<file path="config.mk">
export PLATFORM = sky130hd
export DESIGN_NAME = udc_job_sequencer
export DESIGN_NICKNAME = d
export VERILOG_FILES = /design/src/rtl/udc_pkg.sv /design/src/rtl/udc_bus_cycle.sv /design/src/rtl/udc_job_sequencer.sv
export SDC_FILE = /design/constraint.sdc
export NUM_CORES = 1
export LEC_CHECK = 0
export ABC_AREA = 1
export BUFFER_PORTS_ARGS = -buffer_cell sky130_fd_sc_hd__buf_2
export CORE_MARGIN = 1
export CORE_UTILIZATION = 55
export CTS_CLUSTER_DIAMETER = 40
export DETAILED_ROUTE_END_ITERATION = 12
export PLACE_DENSITY = 0.8
export SLEW_MARGIN = 5
export SYNTH_ARGS = -nofsm -noshare
export SYNTH_HDL_FRONTEND = slang
export SYNTH_SLANG_ARGS = --single-unit
</file>
<file path="constraint.sdc">
create_clock -name clk -period 3 [get_ports clk]
set_input_delay 0.6 -clock clk [delete_from_list [all_inputs] [get_ports clk]]
set_output_delay 0.6 -clock clk [all_outputs]
set_load 0.05 [all_outputs]
</file>
<file path="src/rtl/udc_pkg.sv">
// udc_pkg: shared register addresses, status codes and FSM encoding for the counter job sequencer.
package udc_pkg;

    localparam logic [1:0] ADDR_PLR = 2'd0;
    localparam logic [1:0] ADDR_ULR = 2'd1;
    localparam logic [1:0] ADDR_LLR = 2'd2;
    localparam logic [1:0] ADDR_CCR = 2'd3;

    localparam logic [1:0] ST_OK      = 2'b00;
    localparam logic [1:0] ST_PARAM   = 2'b01;
    localparam logic [1:0] ST_TIMEOUT = 2'b10;
    localparam logic [1:0] ST_RBACK   = 2'b11;

    // WR and RD groups sit on 4-aligned codes so the low two bits are the register address.
    typedef enum logic [3:0] {
        S_IDLE   = 4'd0,
        S_PCHK   = 4'd1,
        S_CLR    = 4'd2,
        S_CHK    = 4'd3,
        S_WR_PLR = 4'd4,
        S_WR_ULR = 4'd5,
        S_WR_LLR = 4'd6,
        S_WR_CCR = 4'd7,
        S_RD_PLR = 4'd8,
        S_RD_ULR = 4'd9,
        S_RD_LLR = 4'd10,
        S_RD_CCR = 4'd11,
        S_START  = 4'd12,
        S_RUN    = 4'd13,
        S_FIN    = 4'd14
    } state_t;

endpackage

</file>
<file path="src/rtl/udc_bus_cycle.sv">
// udc_bus_cycle: one 2-cycle counter bus access (strobe cycle, then recovery/sample cycle) while go is held.
module udc_bus_cycle (
    input  logic       clk,
    input  logic       reset,
    input  logic       go,
    input  logic       rw,
    input  logic [1:0] addr,
    input  logic [7:0] wdata,
    input  logic [7:0] din,
    output logic       ncs,
    output logic       nwr,
    output logic       nrd,
    output logic [1:0] a,
    output logic [7:0] dout,
    output logic       dout_oe,
    output logic [7:0] rdata,
    output logic       ack
);

    logic phase_q, phase_d;

    always_comb begin
        phase_d = go && !phase_q;
        ack     = go && phase_q;
        // Reads keep chip select low through the sample cycle; writes release it for recovery.
        ncs     = !(go && (!phase_q || rw));
        nwr     = !(go && !phase_q && !rw);
        nrd     = !(go && !phase_q && rw);
        dout_oe = go && !phase_q && !rw;
        dout    = dout_oe ? wdata : 8'h00;
        a       = go ? addr : 2'b00;
        rdata   = din;
    end

    always_ff @(posedge clk) begin
        if (reset) phase_q <= 1'b0;
        else       phase_q <= phase_d;
    end

endmodule

</file>
<file path="src/rtl/udc_job_sequencer.sv">
// udc_job_sequencer: runs one clear/program/start/run job on the up/down counter bus and reports status.
// Optional register read-back verification is enabled by defining UDC_READBACK_VERIFY_EN.
module udc_job_sequencer
    import udc_pkg::*;
#(
    parameter int TIMEOUT_CYCLES = 4096,
    parameter int CNT_W          = 13
) (
    input  logic       clk,
    input  logic       reset,
    input  logic       req_valid,
    output logic       req_ready,
    input  logic [7:0] req_plr,
    input  logic [7:0] req_ulr,
    input  logic [7:0] req_llr,
    input  logic [7:0] req_ccr,
    output logic       busy,
    output logic       done,
    output logic [1:0] status,
    output logic       ncs,
    output logic       nwr,
    output logic       nrd,
    output logic       a1,
    output logic       a0,
    output logic [7:0] dout,
    output logic       dout_oe,
    input  logic [7:0] din,
    output logic       start_out,
    output logic       cnt_rst_n,
    input  logic       cnt_err,
    input  logic       cnt_ec
);

`ifdef UDC_READBACK_VERIFY_EN
    localparam bit RB_EN = 1'b1;
`else
    localparam bit RB_EN = 1'b0;
`endif

    state_t           state_q, state_d;
    logic [3:0][7:0]  job_q, job_d;
    logic [1:0]       status_q, status_d;
    logic [CNT_W-1:0] timer_q, timer_d;
    logic             bus_go, bus_rw, bus_ack, bus_ncs;
    logic [1:0]       bus_a;
    logic [7:0]       bus_rdata;

    udc_bus_cycle u_bus (
        .clk     (clk),
        .reset   (reset),
        .go      (bus_go),
        .rw      (bus_rw),
        .addr    (state_q[1:0]),
        .wdata   (job_q[state_q[1:0]]),
        .din     (din),
        .ncs     (bus_ncs),
        .nwr     (nwr),
        .nrd     (nrd),
        .a       (bus_a),
        .dout    (dout),
        .dout_oe (dout_oe),
        .rdata   (bus_rdata),
        .ack     (bus_ack)
    );

    always_comb begin
        state_d  = state_q;
        job_d    = job_q;
        status_d = status_q;
        timer_d  = '0;
        bus_go   = 1'b0;
        bus_rw   = 1'b0;
        case (state_q)
            S_IDLE: if (req_valid) begin
                state_d = S_PCHK;
                job_d   = {req_ccr, req_llr, req_ulr, req_plr};
            end
            S_PCHK: if (job_q[ADDR_PLR] < job_q[ADDR_LLR] || job_q[ADDR_PLR] > job_q[ADDR_ULR]) begin
                state_d  = S_FIN;
                status_d = ST_PARAM;
            end else state_d = S_CLR;
            S_CLR: state_d = S_WR_PLR;
            S_WR_PLR, S_WR_ULR, S_WR_LLR, S_WR_CCR: begin
                bus_go = 1'b1;
                if (bus_ack) state_d = state_q != S_WR_CCR ? state_t'(state_q + 4'd1) : RB_EN ? S_RD_PLR : S_CHK;
            end
            S_RD_PLR, S_RD_ULR, S_RD_LLR, S_RD_CCR: begin
                bus_go = 1'b1;
                bus_rw = 1'b1;
                if (bus_ack && bus_rdata != job_q[state_q[1:0]]) begin
                    state_d  = S_FIN;
                    status_d = ST_RBACK;
                end else if (bus_ack) state_d = state_q != S_RD_CCR ? state_t'(state_q + 4'd1) : S_CHK;
            end
            S_CHK: begin
                timer_d = timer_q + CNT_W'(1);
                if (timer_q[0]) begin
                    state_d  = cnt_err ? S_FIN : S_START;
                    status_d = cnt_err ? ST_PARAM : status_q;
                end
            end
            S_START: state_d = S_RUN;
            S_RUN: begin
                timer_d = timer_q + CNT_W'(1);
                if (cnt_ec) begin
                    state_d  = S_FIN;
                    status_d = ST_OK;
                end else if (timer_q == CNT_W'(TIMEOUT_CYCLES - 1)) begin
                    state_d  = S_FIN;
                    status_d = ST_TIMEOUT;
                end
            end
            S_FIN:   state_d = S_IDLE;
            default: state_d = S_IDLE;
        endcase
    end

    always_comb begin
        req_ready = state_q == S_IDLE && !reset;
        busy      = state_q != S_IDLE;
        done      = state_q == S_FIN;
        status    = status_q;
        ncs       = state_q inside {S_CLR, S_CHK, S_START, S_RUN} ? 1'b0 : bus_ncs;
        {a1, a0}  = bus_a;
        start_out = state_q == S_START;
        // A timed-out job also resets the counter during the completion cycle.
        cnt_rst_n = !(state_q == S_CLR || (state_q == S_FIN && status_q == ST_TIMEOUT));
    end

    always_ff @(posedge clk) begin
        if (reset) begin
            state_q  <= S_IDLE;
            job_q    <= '0;
            status_q <= ST_OK;
            timer_q  <= '0;
        end else begin
            state_q  <= state_d;
            job_q    <= job_d;
            status_q <= status_d;
            timer_q  <= timer_d;
        end
    end

endmodule

</file>
# == After elaboration in Yosys (flattened, before gate mapping) ==
# Index checks and enable logic that the tools add are counted.
# totals
elab_cells,97
ff_bits,52
output_inout_bits,21
# classes
bitwise_logic,1
order_cmp,3
n_mux,26
n_addsub,2
reduce_logical,30
n_eq_ne,27
# op_table
operator,count
4-bit 2-to-1 mux,10
4-bit case mux with 8 select lines,1
"4-bit equality test, second input constant",7
8-bit binary-select mux with 2-bit select,1
"4-bit by 3-bit equality test with 1-bit output, second input constant",4
2-bit 2-to-1 mux,8
8-bit 2-to-1 mux,2
"13-bit by 1-bit adder with 13-bit output, second input constant",1
"13-bit by 12-bit equality test with 1-bit output, second input constant",1
"2-bit inequality test, second input constant",6
4-bit nonzero test,3
"4-bit by 2-bit equality test with 1-bit output, second input constant",2
8-bit greater-than comparator,1
1-bit logical AND,8
8-bit < comparator,1
8-bit inequality test,1
2-bit case mux with 4 select lines,1
4-bit OR reduction,2
8-bit OR reduction,1
1-bit zero test,7
"3-bit inequality test, second input constant",2
6-bit AND reduction,1
5-bit AND reduction,1
"4-bit by 1-bit adder with 4-bit output, second input constant",1
other kinds (11),16

# == Logic depth before layout (Yosys ltp) ==
# logic_depth
depth_word,7
depth_mapped,16
mapped_depth_nobuf,15

# == Hierarchy ==
# A second synthesis with hierarchy kept.
# hier_totals
hier_cells,507
hier_area_um2,3305.7
# modules_own_cells
mod,cells_per_inst,area_each_um2,instances
udc_job_sequencer,467,3078.0,1
udc_bus_cycle,40,227.7,1

# == Worst setup path before layout ==
# No wires, ideal clock.
# synth_path
path_kind,reg-to-output
start,register state_q[2]
end,output dout[0]
setup_slack_ps,-1512
path_stages_with_launch,7
t_arrival_ps,3912
path_cell_list,dfxtp_1 > inv_1 > ha_1 > buf_2 > nor3_1 > clkinv_1 > nor2_1
# synth_via
elab_chain_cells,6
# synth_rtl
item,line_no,source
start: declaration,udc_job_sequencer.sv:40,"state_t state_q, state_d;"
start signal: assignment,udc_job_sequencer.sv:137,state_q <= state_d;
4-bit equality test / 4-bit by 3-bit equality test with 1-bit output (equally long branches),udc_job_sequencer.sv:73,case (state_q)
8-bit OR reduction (no source line) / 4-bit OR reduction (equally long branches),n/a,
1-bit 2-to-1 mux,udc_job_sequencer.sv:73,
1-bit logical AND / 1-bit zero test (equally long branches),udc_bus_cycle.sv:29,dout_oe = go && !phase_q && !rw;
1-bit logical AND (*),udc_bus_cycle.sv:29,
named net dout_oe,udc_job_sequencer.sv:26,"output logic dout_oe,"
8-bit 2-to-1 mux (*),udc_bus_cycle.sv:30,dout = dout_oe ? wdata : 8'h00;
end: declaration,udc_job_sequencer.sv:25,"output logic [7:0] dout,"
# The timed path passes the listed nets; every way through them passes the cells marked *.

# == Final worst setup path ==
# layout_path
start,register state_q[2]
end,output dout[0]
# layout_via
elab_chain_cells,6
# layout_rtl
item,line_no
4-bit equality test / 4-bit by 3-bit equality test with 1-bit output (equally long branches),udc_job_sequencer.sv:73
8-bit OR reduction (no source line) / 4-bit OR reduction (equally long branches),n/a
1-bit 2-to-1 mux,udc_job_sequencer.sv:73
1-bit logical AND / 1-bit zero test (equally long branches),udc_bus_cycle.sv:29
1-bit logical AND (*),udc_bus_cycle.sv:29
8-bit 2-to-1 mux (*),udc_bus_cycle.sv:30
# Mark *: on every way between the ends. The rest lies on a longest branch, timed or not.

==> flow_summary.ini <==
[outcome]
run_status = complete, no violations

[finish]
layout.cells.most_common = nand2_1
fillers = 526
num_antenna_cells = 0
num-nets-final = 613
ff_latch_area_um2 = 1040
finish.cell_count_without_fillers = 615
multi_input_area_um2 = 1850
layout_common_cells = nand2_1, buf_2, nand3_1, a21oi_1, inv_1
synthToLayoutAreaGrowth_pct = 16.2
post_route_cells_drive_above_1_share_pct = 18.2

[setup_path]
critical_path_arrival_ns = 2.17
timing.critical_path.from = state_q[2]
end_kind = output port
worst-endpoint-required_ns = 2.40
worst_r2r_startpoint = state_q[0]
timing.critical_path.from_type = flop
reg2reg_to = job_q[22]
r2r_slack_ns = 0.80
worst-r2r-cell-count = 9
path_class = flop to output port
critical_path_peak_fanout = 9
critPathCapture = dout[0]

[synth]
synth_sequential_area_ratio_pct = 33.0
synth_top_area_share_pct = 33.0
synth_cell_types = 32
mappedNetlistArea_um2 = 3160
post_synthesis_cell_type_with_the_largest_combined_area = dfxtp_1
synth_edf_count = 0
post_synthesis_async_set_or_reset_flop_share_pct = 0
postSynthCellCount = 480
ys_ff_latch = 52
synthFlopType = dfxtp_1
post_synth_main_area_contributors = dfxtp_1, nand2_1, ha_1
yosysWarnings = 0
synth.avg_cell_area_um2 = 6.58
synthesis.nets = 551

[placed_design]
post-dp-hpwl_um = 5900
gp_routability_congestion = 0.885
dpl_worst_slack_ns = 0.575
place.detailed.instances = 607
place.port_buffers = 65

[power_and_ir_drop]
p_leak_nw = 1.70
clk_network_pwr_share_pct = 11.5
power.share.sequential_pct = 27.4
power.combinational.fraction_pct = 61.1
switchingPower_mw = 1.96
p_per_area_nw_per_um2 = 1010
peakVddDrop_v = 0.000786
total_internal_power_mw = 1.74
p_sw_share_pct = 52.9

[routing]
detailedRoute.firstPassIterationCount = 4
drc_errors = 0
routedWlPerCell_um = 12.5
routed_wl_um = 7710
ant_nets = 0
drt_first_iter_violations = 124
avgViaCountPerCell = 5.25
route.vias.total = 3227

[sta]
rsz_0062_raised_after_global_routing = no
worst_slew_margin_rel_pct = 73.0
period_minus_slack_ns = 2.77
final.hold.worst_slack_ns = 0.470
worst_slack_ns = 0.235
final_hold_fails = 0
setup_viol = 0
timing_worst_slew_pin_value_ns = 0.405
final.period_utilization_pct = 92.2
worst_clock_skew_ns = 0.0107
report.final.slew_viol_count = 0
max_clock_freq_mhz = 362

[global_routing]
grt_max_degree = 49
total_congestion_overflow = 0
antenna_found_initial = 0
grt_pass1_vias = 3093
grt_pass1_wl_um = 13100
grt_usage_pct = 27.1

[clocking]
tritoncts = done
max-clock-path-buffers = 2
postCtsHoldBufs = 0
post_cts.resized_instances = 0
postCtsSetupRepairBufs = 0
tritoncts_num_sinks = 52
cts-htree-levels = 2
clockRootBuffer = clkbuf_8
insertion_delay_ns = 0.31
cts.reportedPaths.clkPinSlew_ns = 0.10
cts_made_buffers = 5

[floorplan]
die_h_um = 77.8
core-area_um2 = 5510
die_x_um = 77.8
boundaryPins = 66
die_area_um2 = 6050
floorplan.initialDensity_pct = 57.4
std_cell_rows = 27

[flow_run]
maxCapViolations = 0

[worst_hold_path]
worst_hold_path_class = flop to flop
-- power by group through the flow --
stage | clock, mW | combinational (mW) | sequential [mW]
after floorplan | 0 | 1.73 | 1.01
after global placement | 0 | 2.21 | 1.02
after detailed placement | 0 | 2.25 | 1.03
after CTS | 0.430 | 2.26 | 1.01
after global routing | 0.460 | 2.54 | 1.04
final | 0.425 | 2.26 | 1.01
-- routing by layer --
metal	part of all wire, %	vias to the layer above	wire length (um)	GRT usage, %
li1	-	1685	-	-
met1	43	1428	3330	30.3
met2	49	94	3770	50.9
met3	5.1	20	393	4.35
met4	2.8	0	216	10.2
met5	0	-	0	0
-- logic make-up (layout without fill, tap and decap cells) --
group                      count (synthesis)  after routing  share of synthesized area (%)
AOI/OAI and AO/OA                         88             88                           14.4
xor gates and xnor gates                   3              3                          0.832
adders and majority gates                 26             26                           10.3
buffers and inverters                     74            137                           9.35
DFF                                       52             52                           33.0
and+or+nand+nor                          237            237                           32.2
-- through the flow --
| stage | setup TNS (ns) | area, um2 | util (%) | power, mW |
|---|---|---|---|---|
| after floorplan | -0.155 | 3190 | - | 2.75 |
| after global placement | 0 | 3570 | 64.9 | 3.23 |
| after detailed placement | 0 | 3570 | 64.9 | 3.27 |
| after CTS | 0 | 3670 | 66.6 | 3.70 |
| after global routing | 0 | 3670 | 66.6 | 4.04 |
| final | 0 | 3670 | 66.6 | 3.70 |
-- worst min-delay path by stage --
stage                    start         end  cells past startpoint
global placement    timer_q[0]  timer_q[0]                      1
detailed placement   job_q[24]   job_q[24]                      2
CTS                  job_q[29]   job_q[29]                      2
global route         job_q[27]   job_q[27]                      2
finish               job_q[31]   job_q[31]                      2
floorplan           timer_q[0]  timer_q[0]                      1
-- synthesized netlist by cell type, types with 2 or more instances --
| master | count |
|---|---|
| nand2_1 | 136 |
| o21ai_0 | 26 |
| or2_2 | 2 |
| inv_2 | 2 |
| nor2_1 | 27 |
| dfxtp_1 | 52 |
| ha_1 | 26 |
| buf_2 | 5 |
| buf_1 | 2 |
| nand2_2 | 3 |
| clkinv_1 | 2 |
| a21oi_1 | 56 |
| inv_1 | 54 |
| nor3_1 | 5 |
| nand4_1 | 2 |
| xnor2_1 | 2 |
| nand3b_1 | 2 |
| clkbuf_1 | 7 |
| nand3_1 | 56 |
-- critical path, cell delays in order, from the launching register on --
cell and delay, ns:
dfxtp_1 0.47, inv_1 0.13, ha_1 0.38, inv_1 0.11, nor3_4 0.15, clkinv_2 0.21
nor2_2 0.15, buf_2 0.27
-- registers in the layout, summed over array words and instances, names as in the netlist --
| name | count |
|---|---|
| state_q | 4 |
| job_q | 32 |
| u_bus.phase_q | 1 |
| status | 2 |
| timer_q | 13 |
-- area by class of cell --
cell class | instances | share of cell area (%)
Multi-Input combinational cell | 354 | 50.5
Inverter | 58 | 5.97
Timing Repair Buffer | 71 | 10.1
Tap cell | 72 | 2.45
Clock buffer | 5 | 1.88
Sequential cell | 52 | 28.4
Clock inverter | 3 | 0.750
(Power assumes the default switching activity.)
